<file path="src/rtl/load_store_unit_pkg.sv">
// Shared load/store unit types: funct3 encodings, FSM state enum and request decode helpers.
// Pure declarations, no latency or backpressure of its own.
package lsu_pkg;

    localparam logic [2:0] F3_B  = 3'b000;
    localparam logic [2:0] F3_H  = 3'b001;
    localparam logic [2:0] F3_W  = 3'b010;
    localparam logic [2:0] F3_BU = 3'b100;
    localparam logic [2:0] F3_HU = 3'b101;

    typedef enum logic [2:0] {
        IDLE,
        RD,
        RD_CAP,
        WR,
        RESP
    } lsu_state_t;

    // Unsigned widths only exist for loads, so BU/HU with a store is rejected.
    function automatic logic f3_illegal(input logic [2:0] funct3, input logic we);
        case (funct3)
            F3_B, F3_H, F3_W: return 1'b0;
            F3_BU, F3_HU:     return we;
            default:          return 1'b1;
        endcase
    endfunction

    function automatic logic misaligned(input logic [2:0] funct3, input logic [1:0] offset);
        case (funct3)
            F3_H, F3_HU: return offset[0];
            F3_W:        return offset != 2'b00;
            default:     return 1'b0;
        endcase
    endfunction

endpackage

</file>
<file path="src/rtl/load_store_unit_align.sv">
// Byte-lane extraction with sign/zero extension and byte/halfword merge into a memory word.
// Purely combinational: zero latency, no backpressure.
module lsu_align
    import lsu_pkg::*;
(
    input  logic [31:0] word,
    input  logic [1:0]  offset,
    input  logic [2:0]  funct3,
    input  logic [15:0] wdata,
    output logic [31:0] load_data,
    output logic [31:0] store_word
);

    logic [7:0]  lane_byte;
    logic [15:0] lane_half;

    always_comb begin
        lane_byte = word[{offset, 3'b000} +: 8];
        lane_half = offset[1] ? word[31:16] : word[15:0];

        case (funct3)
            F3_B:    load_data = {{24{lane_byte[7]}}, lane_byte};
            F3_BU:   load_data = {24'd0, lane_byte};
            F3_H:    load_data = {{16{lane_half[15]}}, lane_half};
            F3_HU:   load_data = {16'd0, lane_half};
            default: load_data = word;
        endcase

        store_word = word;
        case (funct3)
            F3_B:    store_word[{offset, 3'b000} +: 8] = wdata[7:0];
            F3_H:    store_word[{offset[1], 4'b0000} +: 16] = wdata;
            default: store_word = word;
        endcase
    end

endmodule

</file>
<file path="src/rtl/load_store_unit.sv">
// Core-to-DataMemory load/store FSM: load 3, SW 2, SB/SH 4 (read-modify-write), fault 1 cycle to resp_valid.
// req_ready only in IDLE, the core stalls otherwise. Define LSU_PERF_CNT_EN for load/store/fault counters.
module load_store_unit
    import lsu_pkg::*;
#(
    parameter int ADDR_WIDTH = 32,
    parameter int MEM_WORDS  = 256
) (
    input  logic                  clk,
    input  logic                  rst,
    input  logic                  req_valid,
    output logic                  req_ready,
    input  logic                  req_we,
    input  logic [2:0]            req_funct3,
    input  logic [ADDR_WIDTH-1:0] req_addr,
    input  logic [31:0]           req_wdata,
    output logic                  resp_valid,
    output logic [31:0]           resp_rdata,
    output logic                  resp_fault,
    output logic [ADDR_WIDTH-1:0] mem_address,
    output logic [31:0]           mem_write_data,
    output logic                  mem_write_enable,
    output logic                  mem_read_enable,
    input  logic [31:0]           mem_read_data
`ifdef LSU_PERF_CNT_EN
   ,output logic [31:0]           load_count,
    output logic [31:0]           store_count,
    output logic [31:0]           fault_count
`endif
);

    localparam logic [ADDR_WIDTH-3:0] MEM_LIMIT = (ADDR_WIDTH-2)'(MEM_WORDS);

    lsu_state_t  state;
    logic        op_we;
    logic        op_fault;
    logic [2:0]  op_funct3;
    logic [1:0]  op_offset;
    logic [31:0] op_wdata;
    logic        write_q;
    logic        req_fault;
    logic [31:0] load_data;
    logic [31:0] store_word;

    assign req_fault = f3_illegal(req_funct3, req_we)
                     | misaligned(req_funct3, req_addr[1:0])
                     | (req_addr[ADDR_WIDTH-1:2] >= MEM_LIMIT);

    // A reset landing on the WR cycle must not reach DataMemory.
    assign mem_write_enable = write_q & ~rst;

    lsu_align u_align (
        .word       (mem_read_data),
        .offset     (op_offset),
        .funct3     (op_funct3),
        .wdata      (op_wdata[15:0]),
        .load_data  (load_data),
        .store_word (store_word)
    );

    always_ff @(posedge clk) begin
        if (rst) begin
            state           <= IDLE;
            req_ready       <= 1'b1;
            resp_valid      <= 1'b0;
            resp_rdata      <= 32'd0;
            resp_fault      <= 1'b0;
            mem_address     <= '0;
            mem_write_data  <= 32'd0;
            mem_read_enable <= 1'b0;
            write_q         <= 1'b0;
            op_we           <= 1'b0;
            op_fault        <= 1'b0;
            op_funct3       <= 3'd0;
            op_offset       <= 2'd0;
            op_wdata        <= 32'd0;
        end else begin
            resp_valid <= 1'b0;
            case (state)
                IDLE: begin
                    if (req_valid && req_ready) begin
                        req_ready   <= 1'b0;
                        op_we       <= req_we;
                        op_fault    <= req_fault;
                        op_funct3   <= req_funct3;
                        op_offset   <= req_addr[1:0];
                        op_wdata    <= req_wdata;
                        mem_address <= {req_addr[ADDR_WIDTH-1:2], 2'b00};
                        if (req_fault) begin
                            state      <= RESP;
                            resp_valid <= 1'b1;
                            resp_fault <= 1'b1;
                            resp_rdata <= 32'd0;
                        end else if (req_we && req_funct3 == F3_W) begin
                            state          <= WR;
                            write_q        <= 1'b1;
                            mem_write_data <= req_wdata;
                        end else begin
                            state           <= RD;
                            mem_read_enable <= 1'b1;
                        end
                    end
                end
                RD: begin
                    state <= RD_CAP;
                end
                RD_CAP: begin
                    mem_read_enable <= 1'b0;
                    if (op_we) begin
                        state          <= WR;
                        write_q        <= 1'b1;
                        mem_write_data <= store_word;
                    end else begin
                        state      <= RESP;
                        resp_valid <= 1'b1;
                        resp_fault <= 1'b0;
                        resp_rdata <= load_data;
                    end
                end
                WR: begin
                    state      <= RESP;
                    write_q    <= 1'b0;
                    resp_valid <= 1'b1;
                    resp_fault <= 1'b0;
                    resp_rdata <= 32'd0;
                end
                RESP: begin
                    state     <= IDLE;
                    req_ready <= 1'b1;
                end
                default: begin
                    state           <= IDLE;
                    req_ready       <= 1'b1;
                    mem_read_enable <= 1'b0;
                    write_q         <= 1'b0;
                end
            endcase
        end
    end

`ifdef LSU_PERF_CNT_EN
    always_ff @(posedge clk) begin
        if (rst) begin
            load_count  <= 32'd0;
            store_count <= 32'd0;
            fault_count <= 32'd0;
        end else if (state == RESP) begin
            if (op_fault)   fault_count <= fault_count + 32'd1;
            else if (op_we) store_count <= store_count + 32'd1;
            else            load_count  <= load_count + 32'd1;
        end
    end
`endif

endmodule

</file>
<file path="config.mk">
export PLATFORM = sky130hd
export DESIGN_NAME = load_store_unit
export DESIGN_NICKNAME = d
export VERILOG_FILES = /design/src/rtl/load_store_unit_pkg.sv /design/src/rtl/load_store_unit_align.sv /design/src/rtl/load_store_unit.sv
export SDC_FILE = /design/constraint.sdc
export NUM_CORES = 1
export LEC_CHECK = 0
export ABC_AREA = 1
export CAP_MARGIN = 25
export CORE_MARGIN = 1
export CORE_UTILIZATION = 50
export DETAILED_ROUTE_END_ITERATION = 7
export GPL_TIMING_DRIVEN = 0
export PLACE_DENSITY = 0.82
export SLEW_MARGIN = 10
export SYNTH_ARGS = -nofsm -noshare
export SYNTH_HDL_FRONTEND = slang
export SYNTH_SLANG_ARGS = --single-unit
</file>
<file path="constraint.sdc">
create_clock -name clk -period 4.74 [get_ports clk]
set_clock_uncertainty 0.15 [all_clocks]
set_input_delay 0.474 -clock clk [delete_from_list [all_inputs] [get_ports clk]]
set_output_delay 0.474 -clock clk [all_outputs]
set_load 0.02 [all_outputs]
</file>
==> flow_summary_export.csv <==
group,metric,value,unit
timing,rsz0062_at_grt,"no",
yosys,ys_top_cells_by_area,"dfxtp_1, nor2_1, nand2_1, o21ai_0, inv_1",
timing,fmax,365,MHz
cts,cts_num_sinks,124,
routing,antenna_left,0,
setup_path,start_kind,"register",
yosys,yosysMostFrequentCell,"nor2_1",
timing,tns,0,ns
yosys,synth_edf_count,0,
routing,met2WireLength,11000,um
placement,dpl.cell_count,1489,
grt,grt_usage,34.5,%
grt,antenna_found_initial,0,
grt,grt_pass1_wl,38100,um
floorplanning,start_util,51.6,%
routing,drt_iter0_drc,747,
cts,cts_max_path_buffers,2,
setup_path,crit_fanout,12,
yosys,synth_flop_cell,"dfxtp_1",
timing,max_slew_margin,54.0,%
setup_path,cpLargestDelayFamily,"buffers and inverters",
setup_path,cp_data_arrival_time,2.94,ns
yosys,ys_seq_elements,124,
cts,clock_latency,0.42,ns
yosys,syn_area_per_cell,6.20,um^2
placement,place.gp.congestion,1.02,
timing,worst_slew_pin_slew,0.690,ns
timing,period_needed,2.74,ns
floorplanning,fp.dieH,119,um
worst_hold_path,hold_class,"reg2reg",
final_layout,final_layout_size_suffix_gt1_share,6.42,%
floorplanning,fp-row-count,42,
setup_path,cp_cell_sequence,"inv_1, buf_2, ha_1, clkbuf_1, inv_1, nand3_1, o21ai_2, nand3_1, a21oi_1, nor2_1, nor2_1",
yosys,yosysUniqueCellTypes,38,
yosys,synthArstFlopShare,0,%
pwr,leakage,4.32,nW
routing,drtPass1Iterations,6,
yosys,ys_seq_area_share,36.0,%
setup_path,slowest_stage,"dfxtp_1",
job,maxCapViolations,0,
timing,drv_slew,0,
yosys,post-synth-top-area-fraction,36.0,%
routing,wl_per_cell,16.1,um
timing,final-hold-violation-count,0,
yosys,netlist_instances,1111,
routing,drc_errors,0,
routing,dr.max_layer_used,"met4",
floorplanning,ioPinCount,204,
final_layout,diodes,0,
routing,wl_met3,2350,um
setup_path,max_stage_delay,0.47,ns
routing,drt_wl_total,24300,um
floorplanning,core,0.0133,mm^2
cts,htree_levels,4,
final_layout,final_cells,1515,
setup_path,worstPathRequired,4.94,ns
yosys,synth_warnings,0,
cts,cts_tree,"yes",
setup_path,crit_path_end_kind,"register",
routing,viasPerCell,5.29,
status,status,"complete, no violations",
cts,ctsHoldBuffers,0,
grt,overflow,0,
yosys,synth_top_cell_by_area,"dfxtp_1",
grt,grt_max_degree,17,
final_layout,nets,1440,
cts,clock-root-buffer,"clkbuf_16",
setup_path,critPathBufInv,4,
timing,finalCritPeriodShare,57.8,%
final_layout,syn_to_final_growth,39.9,%
pwr,power.density,326,mW/mm^2
routing,via_count,8013,
floorplanning,die_width,119,um
timing,setup_viol,0,
cts,cts_made_buffers,17,
cts,cts_setup_buffers,0,
floorplanning,die_area,0.0143,mm^2
setup_path,criticalPathCategory,"reg2reg",
yosys,syn_area,0.00689,mm^2
final_layout,final_util,72.2,%
placement,dp.final_hpwl,18800,um
pwr,ir_drop,259,uV
placement,io_buffers,201,
routing,wl_met1,9990,um
cts,clkTransAtPathRegs,0.05,ns
grt,grt_pass1_vias,7509,
cts,post_cts_resized,0,
yosys,synth_common_cells,"nor2_1, nand2_1, dfxtp_1",
[per-stage QoR]
step	setup WS [ns]	hold WS, ns	power (mW)	instance area [um^2]
finish	2.00	0.319	3.14	9640
global route	1.75	0.358	3.27	9640
CTS	2.05	0.322	3.14	9640
detailed placement	2.06	0.310	1.98	9130
global placement	2.06	0.300	1.97	9130
floorplan	2.56	0.294	1.63	6900
[state kept, by name, indices dropped and copies added, names as in the netlist]
| signal | flops |
|---|---|
| resp_valid | 1 |
| state | 3 |
| resp_rdata | 32 |
| op_wdata | 16 |
| op_offset | 2 |
| req_ready | 1 |
| mem_address | 30 |
| op_we | 1 |
| resp_fault | 1 |
| write_q | 1 |
| mem_write_data | 32 |
| op_funct3 | 3 |
| mem_read_enable | 1 |
[power by group]
group	internal [mW]	switching, mW	leakage (nW)	total [mW]
combinational	0.320	0.479	3.05	0.799
clock	0.728	0.439	0.247	1.17
sequential	1.13	0.0522	1.02	1.18
[final cells by class]
cell class / instances / area [um^2]
fill: 1207 / 3710
multi-input combinational: 811 / 3660
sequential: 124 / 2480
timing repair buffer: 201 / 2010
clock buffer: 23 / 468
inverter: 112 / 420
buffer: 65 / 335
tap: 176 / 220
clock inverter: 3 / 42.5
[worst register-to-register path: stages, from the launching register on]
cell	delay, ns
dfxtp_1	0.47
inv_1	0.10
buf_2	0.20
ha_1	0.30
clkbuf_1	0.23
inv_1	0.28
nand3_1	0.13
o21ai_2	0.34
nand3_1	0.12
a21oi_1	0.20
nor2_1	0.06
nor2_1	0.09
[final timing paths]
path / startpoint / to / depth (start not counted) / slack [ns]
setup / recovery: op_offset[0] / mem_write_data[7] / 11 / 2.00
hold / removal: resp_fault / resp_fault / 2 / 0.32
setup reg to reg: op_offset[0] / mem_write_data[7] / 11 / 2.00
hold reg to reg: resp_fault / resp_fault / 2 / 0.32
[cells in the final DEF (no fill, tap or decap), types with 2 or more instances in the layout]
cell type        netlist  layout
a21oi_1               75      75
a221oi_1               2       2
a31oi_1                4       4
a41oi_1                2       2
buf_1                  3       3
buf_2                 25      25
buf_4                  4       4
buf_6                  6       6
clkbuf_1              27      31
clkbuf_16              0      17
clkbuf_8               0       2
clkdlybuf4s50_1        0     201
conb_1                 1       2
dfxtp_1              124     124
ha_1                   5       5
inv_1                104     104
inv_2                  7       7
nand2_1              194     194
nand2_2                5       5
nand3_1               40      40
nand3_2                2       2
nand4_1                8       8
nor2_1               308     308
nor2_4                 4       4
nor3_1                 3       3
o211ai_1              20      20
o21ai_0              106     106
o21ai_1                8       8
o21ai_2                2       2
o221ai_1               5       5
or2_1                  2       2
or2_2                  6       6
[layer usage]
layer,vias to the layer above,track usage [%]
li1,3966,-
met4,0,16.2
met1,3559,41.4
met3,77,9.39
met2,411,57.1
met5,-,0
[logic make-up (layout without fill, tap and decap cells)]
group                      after synthesis  count (layout)  synth area share [%]
and+or+nand+nor                        576             576                  34.0
AOI/OAI and AO/OA                      228             228                  18.1
buffers and inverters                  177             404                  11.0
DFF                                    124             124                  36.0
adders and majority gates                5               5                 0.908
other                                    1               2                0.0544
Note: power is estimated with default switching activity, not from simulation.
==> RTL edit, RTL diff (same settings) <==
Add a define of `LSU_PERF_CNT_EN`.
--- a/src/rtl/load_store_unit.sv
+++ b/src/rtl/load_store_unit.sv
@@ -1,5 +1,7 @@
 // Core-to-DataMemory load/store FSM: load 3, SW 2, SB/SH 4 (read-modify-write), fault 1 cycle to resp_valid.
 // req_ready only in IDLE, the core stalls otherwise. Define LSU_PERF_CNT_EN for load/store/fault counters.
+`define LSU_PERF_CNT_EN
+
 module load_store_unit
     import lsu_pkg::*;
 #(
Behaviour (old outputs only; new: fault_count, load_count and store_count): unchanged (equiv_simple and equiv_induct, registers matched by name and starting in step).
==> RTL edit against the unedited design <==
  * Critical path depth grew 1
  * Final area grew 71%
  * Area after synthesis grew 80%
  * Routed wire length grew 85%
  * Hold slack gained 0.0056 ns
  * Die area grew 78%
  * Clock power grew 59%
  * Via count grew 79%
  * Count of clock-buffer cells in the layout grew 12
  * Power grew 49%
  * Sequential cell count grew 97
  * Worst setup slack lost 0.92 ns
  * Highest routed layer is now met5
==> RTL edit: results <==
group,metric,value,unit
clock_tree,clk_pin_slew,0.07,ns
drt,wl_per_cell,16.90,um
synthesis,synthFlopType,"dfxtp_1",
synthesis,synth_cell_types,48,
synthesis,synth_common_cells,"nand2_1 (515), nor2_1 (422), dfxtp_1 (221), inv_1 (182), o21ai_0 (162)",
status,status,"finished, final reports clean",
grt,grt_first_pass_wirelength,70.42,mm
clock_tree,htree_levels,1,
worst_setup_path,reg2reg_depth,12,
placement,dp.cells,2622,
worst_setup_path,crit_type,"reg -> reg",
min_path,min_from,"op_wdata[10]",
cells_and_area,layout-drive-gt1-share,0.04957,
grt,grt_pass1_vias,13160,
synthesis,yosysWarningCount,0,
placement,numPortBuffers,296,
placement,post-dp-hpwl,34.84,mm
timing,tightestPinTransition,0.8708,ns
placement,gp_congestion,1.034,
min_path,hold_class,"reg -> reg",
cells_and_area,final_nets,2436,
clock_tree,cts_buffer_depth,3,
pwr,p_leak,6.529,nW
drt,drt_iter0_markers,1118,
drt,viasPerCell,5.381,
worst_setup_path,slowest_delay,0.57,ns
clock_tree,cts_resized,0,
worst_setup_path,reg2reg_from,"op_offset[1]",
synthesis,syn_inst,2001,
worst_setup_path,slowest_stage,"nor2_1",
synthesis,synth_xor_area_frac,0.01271,
worst_setup_path,r2r_setup_slack,1.08,ns
pwr,ir_drop,0.2907,mV
grt,antenna_found_initial,4,
clock_tree,clk_latency,0.54,ns
min_path,hold_path_depth,2,
worst_setup_path,cp_data_arrival_time,3.99,ns
worst_setup_path,reg2reg_to,"mem_write_data[16]",
synthesis,ys_seq_area_frac,0.3568,
synthesis,synthMuxAreaShare,0,
grt,grtUsageTotal,0.3456,
timing,period_needed,3.660,ns
clock_tree,cts_buffers,25,
drt,drt_first_pass_iters,6,
synthesis,synthArstFlopShare,0,
synthesis,synthAdderAreaFrac,0.008073,
clock_tree,root_buffer,"clkbuf_16",
grt,grt_max_degree,13,
placement,dp_slack,1.197,ns
worst_setup_path,critPathMaxFanout,12,
min_path,whs_endpoint,"op_wdata[10]",
clock_tree,cts_hold_buf,0,
synthesis,ys_top_cells_by_area,"dfxtp_1 (36%), nand2_1 (16%), nor2_1 (13%), o21ai_0 (6.5%), inv_1 (5.5%)",
drt,drt_wl_total,45.04,mm
synthesis,synth_compound_area_frac,0.1426,
cells_and_area,nFillCells,2229,
clock_tree,post_cts_buffers,0,
RTL edit: cell types whose count changed after synthesis, sizes merged, moves of 23 or more:
| cell | delta |
|---|---|
| nor2 | +127 |
| dfxtp | +97 |
| nand2 | +322 |
| a21oi | +62 |
| nand3 | +42 |
| inv | +75 |
| nand4 | +23 |
| nor3 | +37 |
| o21ai | +53 |
RTL edit: worst max-delay path: cells and delay by family, from the launching register on:
family / cells / cell delay, ns
AOI/OAI and AO/OA: 1 / 0.18
adders and majority gates: 1 / 0.41
buffers and inverters: 4 / 1.34
DFF: 1 / 0.48
and+or+nand+nor: 6 / 1.03
RTL edit: layer usage:
layer / routed length, um / GRT usage / up-vias / share of wire
met3: 4165 / 0.06981 / 92 / 0.092
met5: 16 / 0 / - / 0.00036
met4: 1588 / 0.1189 / 2 / 0.035
li1: - / - / 7027 / -
met2: 20050 / 0.5593 / 662 / 0.45
met1: 19210 / 0.4571 / 6558 / 0.43
RTL edit: layout make-up:
type                    count  area [um2]  share of cell area
repair buffers            296        2963              0.1793
clock buffers              35       683.2             0.04134
plain buffers              82       379.1             0.02294
diodes                      1       2.502           0.0001514
well taps                 324       405.4             0.02453
multi-input cells        1508        6883              0.4166
clock inverters             7       66.31            0.004013
flip-flops and latches    221        4424              0.2678
inverters                 191       716.9             0.04339
RTL edit: per-stage QoR:
| stage | hold WS (ns) | cell area (um2) |
|---|---|---|
| after floorplan | 0.2892 | 12400 |
| after global placement | 0.3038 | 15770 |
| after detailed placement | 0.3123 | 15770 |
| after CTS | 0.3228 | 16520 |
| after global routing | 0.3342 | 16520 |
| final | 0.3249 | 16520 |
RTL edit: where the power goes:
part / total (mW) / switching (mW) / internal (mW)
Clock: 1.86 / 0.806 / 1.05
Combinational: 0.835 / 0.525 / 0.310
Sequential: 1.99 / 0.0549 / 1.93
